[src/rtl/apuf_eval_sequencer_if.sv]
// Controller/APUF-facing bundle for apuf_eval_sequencer.
// Latency: none (wires only).
// Backpressure: none; the sequencer ignores writes and starts while busy.
//
// Ports grouped here:
//   byte_in/byte_idx/byte_wr/start    challenge bytes and run request from the controller
//   chal_out/tig_signal               challenge and trigger towards xor_apuf
//   resp_ready/resp_bit/resp_bit_a    response handshake and bits from xor_apuf
//   busy/done/resp_maj/resp_maj_a/
//   ones_cnt/timeout_err              run status and voted results back to the controller
interface apuf_eval_sequencer_if #(
  parameter int N     = 64,
  parameter int K     = 8,
  parameter int CNT_W = 5
);
  localparam int IDX_W = (N / 8 > 1) ? $clog2(N / 8) : 1;

  logic [7:0]       byte_in;
  logic [IDX_W-1:0] byte_idx;
  logic             byte_wr;
  logic             start;
  logic [N-1:0]     chal_out;
  logic             tig_signal;
  logic             resp_ready;
  logic             resp_bit;
  logic [K-1:0]     resp_bit_a;
  logic             busy;
  logic             done;
  logic             resp_maj;
  logic [K-1:0]     resp_maj_a;
  logic [CNT_W-1:0] ones_cnt;
  logic             timeout_err;

  // Sequencer side.
  modport slave (
    input  byte_in, byte_idx, byte_wr, start, resp_ready, resp_bit, resp_bit_a,
    output chal_out, tig_signal, busy, done, resp_maj, resp_maj_a, ones_cnt, timeout_err
  );

  // Controller + APUF side (a single agent drives all sequencer inputs).
  modport master (
    output byte_in, byte_idx, byte_wr, start, resp_ready, resp_bit, resp_bit_a,
    input  chal_out, tig_signal, busy, done, resp_maj, resp_maj_a, ones_cnt, timeout_err
  );
endinterface

[src/rtl/apuf_eval_sequencer.sv]
// Assembles an N-bit APUF challenge, fires the APUF NREP times and majority-votes the responses.
// Latency: NREP*(SETTLE + response wait + 1) + 1 cycles from start to the done pulse.
// Backpressure: none; byte writes and start are dropped outside IDLE, APUF pacing via resp_ready edges.
//
// Ports:
//   clk   system clock
//   rst   synchronous reset, active-high; aborts a run without a done pulse
//   bus   apuf_eval_sequencer_if.slave: controller byte writes/start in, challenge and
//         trigger out to xor_apuf, xor_apuf responses in, status and voted results out
module apuf_eval_sequencer #(
  parameter int N       = 64,
  parameter int K       = 8,
  parameter int NREP    = 15,
  parameter int CNT_W   = 5,
  parameter int SETTLE  = 16,
  parameter int TIMEOUT = 1023
) (
  input  logic                  clk,
  input  logic                  rst,
  apuf_eval_sequencer_if.slave  bus
);

  localparam int NB    = N / 8;
  localparam int IDX_W = (NB > 1) ? $clog2(NB) : 1;
  localparam int SET_W = (SETTLE > 1) ? $clog2(SETTLE + 1) : 1;
  localparam int TO_W  = (TIMEOUT > 1) ? $clog2(TIMEOUT + 1) : 1;

  localparam logic [CNT_W-1:0] NREP_C = CNT_W'(NREP);
  localparam logic [CNT_W-1:0] HALF_C = CNT_W'(NREP / 2);
  localparam logic [SET_W-1:0] SET_LAST = SET_W'(SETTLE - 1);
  localparam logic [TO_W-1:0]  TO_LAST  = TO_W'(TIMEOUT - 1);

  typedef enum logic [1:0] {
    sIdle,
    sSettle,
    sWait,
    sDone
  } state_t;

  state_t           state;
  logic [N-1:0]     chalReg;
  logic             respPrev;
  logic [CNT_W-1:0] cnt;
  logic [CNT_W-1:0] cntA [K];
  logic [CNT_W-1:0] rep;
  logic [SET_W-1:0] settleCnt;
  logic [TO_W-1:0]  waitCnt;

  logic             respEdge;
  logic [CNT_W-1:0] cntNext;
  logic [CNT_W-1:0] cntANext [K];
  logic [CNT_W-1:0] repNext;
  logic [K-1:0]     majANext;

  assign bus.chal_out = chalReg;

  // Only a fresh low->high transition counts, so a resp_ready left high from a
  // previous fire cannot be mistaken for the answer to the current one.
  assign respEdge = bus.resp_ready & ~respPrev;

  // Counts as they would be after sampling the current response; used both to
  // update the counters and to vote on the final sample in the same cycle.
  always_comb begin
    cntNext = cnt;
    if (bus.resp_bit && (cnt != NREP_C)) begin
      cntNext = cnt + 1'b1;
    end
    for (int k = 0; k < K; k++) begin
      cntANext[k] = cntA[k];
      if (bus.resp_bit_a[k] && (cntA[k] != NREP_C)) begin
        cntANext[k] = cntA[k] + 1'b1;
      end
      majANext[k] = (cntANext[k] > HALF_C);
    end
    repNext = rep;
    if (rep != NREP_C) begin
      repNext = rep + 1'b1;
    end
  end

  always_ff @(posedge clk) begin
    if (rst) begin
      state           <= sIdle;
      chalReg         <= '0;
      respPrev        <= 1'b0;
      cnt             <= '0;
      rep             <= '0;
      settleCnt       <= '0;
      waitCnt         <= '0;
      for (int k = 0; k < K; k++) begin
        cntA[k] <= '0;
      end
      bus.tig_signal  <= 1'b0;
      bus.busy        <= 1'b0;
      bus.done        <= 1'b0;
      bus.resp_maj    <= 1'b0;
      bus.resp_maj_a  <= '0;
      bus.ones_cnt    <= '0;
      bus.timeout_err <= 1'b0;
    end else begin
      respPrev <= bus.resp_ready;

      case (state)
        sIdle: begin
          // A write in the same cycle as start lands before the run begins,
          // since the challenge is frozen only from the next cycle on.
          if (bus.byte_wr) begin
            for (int s = 0; s < NB; s++) begin
              if (bus.byte_idx == IDX_W'(s)) begin
                chalReg[N-1-8*s -: 8] <= bus.byte_in;
              end
            end
          end
          if (bus.start) begin
            state           <= sSettle;
            cnt             <= '0;
            rep             <= '0;
            settleCnt       <= '0;
            for (int k = 0; k < K; k++) begin
              cntA[k] <= '0;
            end
            bus.timeout_err <= 1'b0;
            bus.busy        <= 1'b1;
          end
        end

        sSettle: begin
          if (settleCnt == SET_LAST) begin
            state          <= sWait;
            waitCnt        <= '0;
            bus.tig_signal <= 1'b1;
          end else begin
            settleCnt <= settleCnt + 1'b1;
          end
        end

        sWait: begin
          if (respEdge) begin
            cnt            <= cntNext;
            cntA           <= cntANext;
            rep            <= repNext;
            bus.tig_signal <= 1'b0;
            if (repNext == NREP_C) begin
              state          <= sDone;
              bus.done       <= 1'b1;
              bus.resp_maj   <= (cntNext > HALF_C);
              bus.resp_maj_a <= majANext;
              bus.ones_cnt   <= cntNext;
            end else begin
              state     <= sSettle;
              settleCnt <= '0;
            end
          end else if (waitCnt == TO_LAST) begin
            // Abort without touching the result registers: the last good
            // result stays visible alongside the error flag.
            state           <= sDone;
            bus.done        <= 1'b1;
            bus.tig_signal  <= 1'b0;
            bus.timeout_err <= 1'b1;
          end else begin
            waitCnt <= waitCnt + 1'b1;
          end
        end

        sDone: begin
          state    <= sIdle;
          bus.done <= 1'b0;
          bus.busy <= 1'b0;
        end

        default: begin
          state <= sIdle;
        end
      endcase
    end
  end

endmodule

[src/flat_wrapper.sv]
// flat-port wrapper written by rule: the top's interface ports become plain ports
module apuf_eval_sequencer_flat 
#(
  parameter int N       = 64,
  parameter int K       = 8,
  parameter int NREP    = 15,
  parameter int CNT_W   = 5,
  parameter int SETTLE  = 16,
  parameter int TIMEOUT = 1023
)
  (clk, rst, bus_byte_in, bus_byte_idx, bus_byte_wr, bus_start, bus_resp_ready, bus_resp_bit, bus_resp_bit_a, bus_chal_out, bus_tig_signal, bus_busy, bus_done, bus_resp_maj, bus_resp_maj_a, bus_ones_cnt, bus_timeout_err);
  apuf_eval_sequencer_if #(.N(N), .K(K), .CNT_W(CNT_W)) bus_i ();
  input  logic clk;
  input  logic rst;
  input wire logic [$bits(bus_i.byte_in)-1:0] bus_byte_in;
  input wire logic [$bits(bus_i.byte_idx)-1:0] bus_byte_idx;
  input wire logic [$bits(bus_i.byte_wr)-1:0] bus_byte_wr;
  input wire logic [$bits(bus_i.start)-1:0] bus_start;
  input wire logic [$bits(bus_i.resp_ready)-1:0] bus_resp_ready;
  input wire logic [$bits(bus_i.resp_bit)-1:0] bus_resp_bit;
  input wire logic [$bits(bus_i.resp_bit_a)-1:0] bus_resp_bit_a;
  output wire logic [$bits(bus_i.chal_out)-1:0] bus_chal_out;
  output wire logic [$bits(bus_i.tig_signal)-1:0] bus_tig_signal;
  output wire logic [$bits(bus_i.busy)-1:0] bus_busy;
  output wire logic [$bits(bus_i.done)-1:0] bus_done;
  output wire logic [$bits(bus_i.resp_maj)-1:0] bus_resp_maj;
  output wire logic [$bits(bus_i.resp_maj_a)-1:0] bus_resp_maj_a;
  output wire logic [$bits(bus_i.ones_cnt)-1:0] bus_ones_cnt;
  output wire logic [$bits(bus_i.timeout_err)-1:0] bus_timeout_err;
  assign bus_i.byte_in = bus_byte_in;
  assign bus_i.byte_idx = bus_byte_idx;
  assign bus_i.byte_wr = bus_byte_wr;
  assign bus_i.start = bus_start;
  assign bus_i.resp_ready = bus_resp_ready;
  assign bus_i.resp_bit = bus_resp_bit;
  assign bus_i.resp_bit_a = bus_resp_bit_a;
  assign bus_chal_out = bus_i.chal_out;
  assign bus_tig_signal = bus_i.tig_signal;
  assign bus_busy = bus_i.busy;
  assign bus_done = bus_i.done;
  assign bus_resp_maj = bus_i.resp_maj;
  assign bus_resp_maj_a = bus_i.resp_maj_a;
  assign bus_ones_cnt = bus_i.ones_cnt;
  assign bus_timeout_err = bus_i.timeout_err;
  apuf_eval_sequencer #(.N(N), .K(K), .NREP(NREP), .CNT_W(CNT_W), .SETTLE(SETTLE), .TIMEOUT(TIMEOUT)) u_core (.clk(clk), .rst(rst), .bus(bus_i));
endmodule
[config.mk]
export PLATFORM = sky130hd
export DESIGN_NAME = apuf_eval_sequencer_flat
export DESIGN_NICKNAME = d
export VERILOG_FILES = /design/src/rtl/apuf_eval_sequencer_if.sv /design/src/rtl/apuf_eval_sequencer.sv /design/src/flat_wrapper.sv
export SDC_FILE = /design/constraint.sdc
export NUM_CORES = 1
export LEC_CHECK = 0
export CORE_UTILIZATION = 25
export DETAILED_ROUTE_END_ITERATION = 6
export SLEW_MARGIN = 20
export SYNTH_ARGS = -nofsm -noshare
export SYNTH_HDL_FRONTEND = slang
export SYNTH_SLANG_ARGS = --single-unit
export TNS_END_PERCENT = 20
[constraint.sdc]
create_clock -name clk -period 2.4 [get_ports clk]
set_input_delay 0.48 -clock clk [delete_from_list [all_inputs] [get_ports clk]]
set_output_delay 0.48 -clock clk [all_outputs]
set_load 0.02 [all_outputs]
## After elaboration in Yosys (flattened, before gate mapping)

Cells that the tools add are included.
Widths: inputs -> output; s select.

| operators by class | value |
|---|---|
| equality and inequality tests | 33 |
| bitwise operators | 2 |
| muxes and demuxes | 45 |
| reduce and logical (&&, ||, !) cells | 33 |
| magnitude comparators | 9 |
| add/sub/neg operators | 12 |

Operators by type and width:

| operator | count |
|---|---|
| $mux 40 | 2 |
| $mux 5 | 16 |
| $pmux 40 s2 | 1 |
| $add 5x1->5 const B | 11 |
| $ne 5x4->1 const B | 10 |
| $gt 5x3->1 const B | 9 |
| $reduce_and 3->1 | 13 |
| $mux 10 | 3 |
| $pmux 10 s2 | 1 |
| $pmux 5 s2 | 2 |
| $pmux 5 s3 | 1 |
| $eq 3x3->1 const B | 4 |
| $add 10x1->10 const B | 1 |
| $eq 10x10->1 const B | 1 |
| $eq 5x4->1 const B | 2 |
| $mux 2 | 5 |
| $ne 2x2->1 const B | 5 |
| $logic_and 1x1->1 | 9 |
| $mux 1 | 9 |
| $pmux 1 s2 | 4 |
| $pmux 2 s4 | 1 |
| $reduce_and 4->1 | 2 |
| $reduce_bool 2->1 | 4 |
| $eq 3x2->1 const B | 2 |
| other kinds (13) | 16 |

| storage, ports and cells | value |
|---|---|
| flip-flop bits (word level) | 150 |
| output and inout port bits | 82 |

## Longest topological paths before layout

| depth | value |
|---|---|
| depth in word-level cells | 6 |
| gate-level depth with buffers | 10 |
| gate-level depth less buffers | 9 |

## Least setup slack after synthesis

Ideal clock, no wire load.

| timing | value |
|---|---|
| path type | register to register |
| start point | register u_core.settleCnt[0] |
| end point | register u_core.waitCnt[9] |
| slack | 0.459 ns |
| data arrival time | 1.808 ns |
| stages on the path, launching flop included | 11 |
| required time | 2.267 ns |
| path buffers | 1 |
| library setup time | 0.133 ns |
| cell sequence | dfxtp_1 ha_1 inv_1 nor3_1 ha_1 nand2b_1 buf_2 o211ai_2 nor4_1 xnor2_1 nor2_1 |

| on the way | value |
|---|---|
| word-level cells in the longest chain between the ends | 3 |

RTL lines:

| item | RTL line | source |
|---|---|---|
| start, declared | apuf_eval_sequencer.sv:46 | `logic [SET_W-1:0] settleCnt;` |
| start signal, assigned | apuf_eval_sequencer.sv:133 | `settleCnt <= settleCnt + 1'b1;` |
| $eq 5x4->1 | apuf_eval_sequencer.sv:128 | `if (settleCnt == SET_LAST) begin` |
| $ne 2x1->1 (no source line) | -- |  |
| $reduce_and 4->1 (no source line) | -- |  |
| end signal, assigned | apuf_eval_sequencer.sv:161 | `waitCnt <= waitCnt + 1'b1;` |
| end, declared | apuf_eval_sequencer.sv:47 | `logic [TO_W-1:0] waitCnt;` |

No other way between the ends.
A chain may end at the register's enable or synchronous reset.

## Worst setup path after layout

| timing | value |
|---|---|
| start point | register u_core.settleCnt[0] |
| end point | register u_core.waitCnt[5] |

The elaborated chain is that of the path after synthesis.

==> impl_metrics.toml <==
[timing]
hold_viol_final = 0
fmax_mhz = 482
max-slew-margin-rel_pct = 65.9
post-route-period-util_pct = 86.4
whs_ns = 0.488
min_period_ns = 2.07
rsz0062_at_grt = "no"
fin_skew_ns = 0.0157
report.final.slew_viol_count = 0
finalSetupViolations = 0
setup_tns_ns = 0
tightest_slew_ns = 0.511

[synthesis]
synth_ff_type = "dfxtp_1"
ys_seq_elements = 150
synth-edff-count = 0
synth_fp_nets = 786
synth_seq_area_share_pct = 44.4
netlist_area_sq_um = 6760
synthArstFlopShare_pct = 0
yosys_warnings = 0
yosysUniqueCellTypes = 54
postSynthCellCount = 734
avgSynthCellArea_sq_um = 9.21

[die]
core-area_sq_um = 26300
io_pins = 107
die_y_um = 166
dieArea_sq_um = 27700
fp-row-count = 59
initial_core_util_pct = 25.7
die_x_um = 166

[clock_tree]
cts_max_level = 4
cts_buffer_depth = 2
cts_buffers = 17
clk_latency_ns = 0.43
cts_setup_buffers = 0
cts-root-buf = "clkbuf_16"
cts.sinks = 150
cts_tree = "yes"
clk_pin_slew_ns = 0.07
cts_resized = 0
ctsHoldBuffers = 0

[grt]
grt_pass1_vias = 5033
track_usage_pct = 12.1
grt-ovfl-total = 0
grt_max_degree = 65
grt_pass1_wl_mm = 26.6
antenna_found_initial = 0

[route]
ant_nets = 0
routedWlPerCell_um = 13.8
drt_iter0_drc = 180
via_per_inst = 4.50
route.vias.total = 5360
drtPass1Iterations = 6
drc = 3
wirelength_mm = 16.4

[worst_setup_path]
required_ns = 2.72
r2r_start = "u_core.settleCnt[0]"
regToRegSetupSlack_ns = 0.33
critPathArrivalTime_ns = 2.39
crit_start = "u_core.settleCnt[0]"
cp-endpoint = "u_core.waitCnt[5]"
crit_fanout = 10
r2r_end = "u_core.waitCnt[5]"
cp-start-kind = "register"
end_kind = "register"
crit_type = "register to register"
reg2reg_depth = 9

[layout]
final_cell_mix = "dfxtp_1, nor2_1, clkdlybuf4s50_1"
stdcell_count = 1192
nNetsFinal = 896
final_common_cell = "dfxtp_1"
drive_above_1_share_pct = 11.3
area_growth_pct = 31.8
antennaDiodeCount = 0
fin_util_pct = 33.9
fill_cells = 2705

[place]
dp.cells = 1160
gp_congestion = 0.758
io_buffers = 106
hpwlAfterDp_mm = 11.3

[worst_hold_path]
min_path_type = "register to register"

[run]
maxCapViolations = 0

[run_status]
violations = "design-rule violations"
outcome = "complete, but fails checks"

[power]
leakagePower_nw = 3.18
power.density_nw_per_um2 = 790
ir_worst_vdd_uv = 398
[cells by family after synthesis]
| group | after synthesis | share of synthesized area (%) |
|---|---|---|
| and+or+nand+nor | 290 | 20.8 |
| DFF | 150 | 44.4 |
| AOI/OAI and AO/OA | 106 | 11.5 |
| muxes | 66 | 9.77 |
| buffers and inverters | 59 | 3.90 |
| xor gates and xnor gates | 36 | 4.66 |
| adders and majority gates | 27 | 5.00 |
[Yosys cell counts, types with 2 or more instances]
master	count	area share [%]
nor3b_1	2	0.22
a31o_1	4	0.52
clkbuf_1	22	1.2
o21bai_1	2	0.22
a21o_1	3	0.33
a21oi_1	25	1.9
nor2_1	140	7.8
o21ai_0	26	1.9
o32ai_2	2	0.48
nand3_1	21	1.6
or2_2	2	0.19
xnor2_1	26	3.4
clkbuf_8	2	0.41
nand2b_1	17	1.6
buf_4	2	0.22
o21ai_1	3	0.22
a32oi_1	2	0.26
nand2_1	31	1.7
xor2_1	10	1.3
nor2b_1	11	1.0
dfxtp_1	150	44
a211oi_2	7	1.3
nor2_2	15	1.4
mux2i_1	66	9.8
nand4_1	12	1.1
a22oi_1	18	2.0
ha_1	27	5.0
nor4_1	6	0.56
nor3_1	9	0.67
and3_1	10	0.93
inv_1	21	1.2
buf_2	12	0.89
or3_1	3	0.28
a211oi_1	5	0.56
[state kept, by name, indices dropped and copies added (netlist names)]
name	flops
u_core.respPrev	1
u_core.cnt	5
u_core.bus.resp_maj	1
u_core.bus.busy	1
u_core.waitCnt	10
u_core.bus.done	1
u_core.settleCnt	5
u_core.bus.chal_out	64
u_core.bus.ones_cnt	5
u_core.cntA	40
u_core.bus.tig_signal	1
u_core.bus.resp_maj_a	8
u_core.state	2
u_core.rep	5
u_core.bus.timeout_err	1
[worst min path at each step]
stage	end	depth (start not counted)	from	slack, ns
2_1_floorplan	u_core.settleCnt[4]	2	u_core.settleCnt[4]	0.47
3_3_place_gp	u_core.bus.ones_cnt[3]	2	u_core.bus.ones_cnt[3]	0.47
3_5_place_dp	u_core.bus.ones_cnt[3]	2	u_core.bus.ones_cnt[3]	0.48
4_1_cts	u_core.bus.busy	2	rst	0.48
5_1_grt	u_core.bus.ones_cnt[3]	2	u_core.bus.ones_cnt[3]	0.51
6_report	u_core.bus.ones_cnt[3]	2	u_core.bus.ones_cnt[3]	0.49
[layer usage]
metal	up-vias	GRT usage [%]	wire, um
li1	2757	-	-
met1	2501	14.9	7480
met2	84	19.2	7700
met3	18	4.40	998
met4	0	4.59	250
met5	-	0	0
[report_power, final]
group	switching (mW)	total (mW)	leakage [nW]	internal (mW)
registers	0.0997	2.72	1.21	2.62
logic	0.874	1.49	1.67	0.613
clock network	1.17	2.83	0.299	1.67
total	2.14	7.04	3.18	4.90
[cell type report]
type	instances	area, sq um	share of cell area (%)
Sequential cell	150	3000	33.7
Tap cell	335	419	4.71
Clock inverter	15	190	2.13
Inverter	21	78.8	0.885
Timing Repair Buffer	129	1290	14.5
Multi-Input combinational cell	525	3500	39.3
Clock buffer	17	425	4.78
[stage by stage]
| stage | power (mW) | cell area, sq um | setup WS, ns |
|---|---|---|---|
| floorplan | 3.74 | 6760 | 0.459 |
| global placement | 4.27 | 8290 | 0.172 |
| detailed placement | 4.28 | 8290 | 0.156 |
| CTS | 7.17 | 8910 | 0.303 |
| global route | 7.41 | 8910 | 0.123 |
| finish | 7.04 | 8910 | 0.325 |
[worst max-delay path, stage by stage (launching register included)]
cell and delay (ns):
dfxtp_1 0.38, ha_1 0.19, inv_1 0.06, nor3_1 0.15, ha_1 0.25, nand2b_1 0.16
o211ai_2 0.21, nor4_1 0.37, xnor2_1 0.16, nor2_1 0.05
Note: power is estimated with default switching activity, not from simulation.
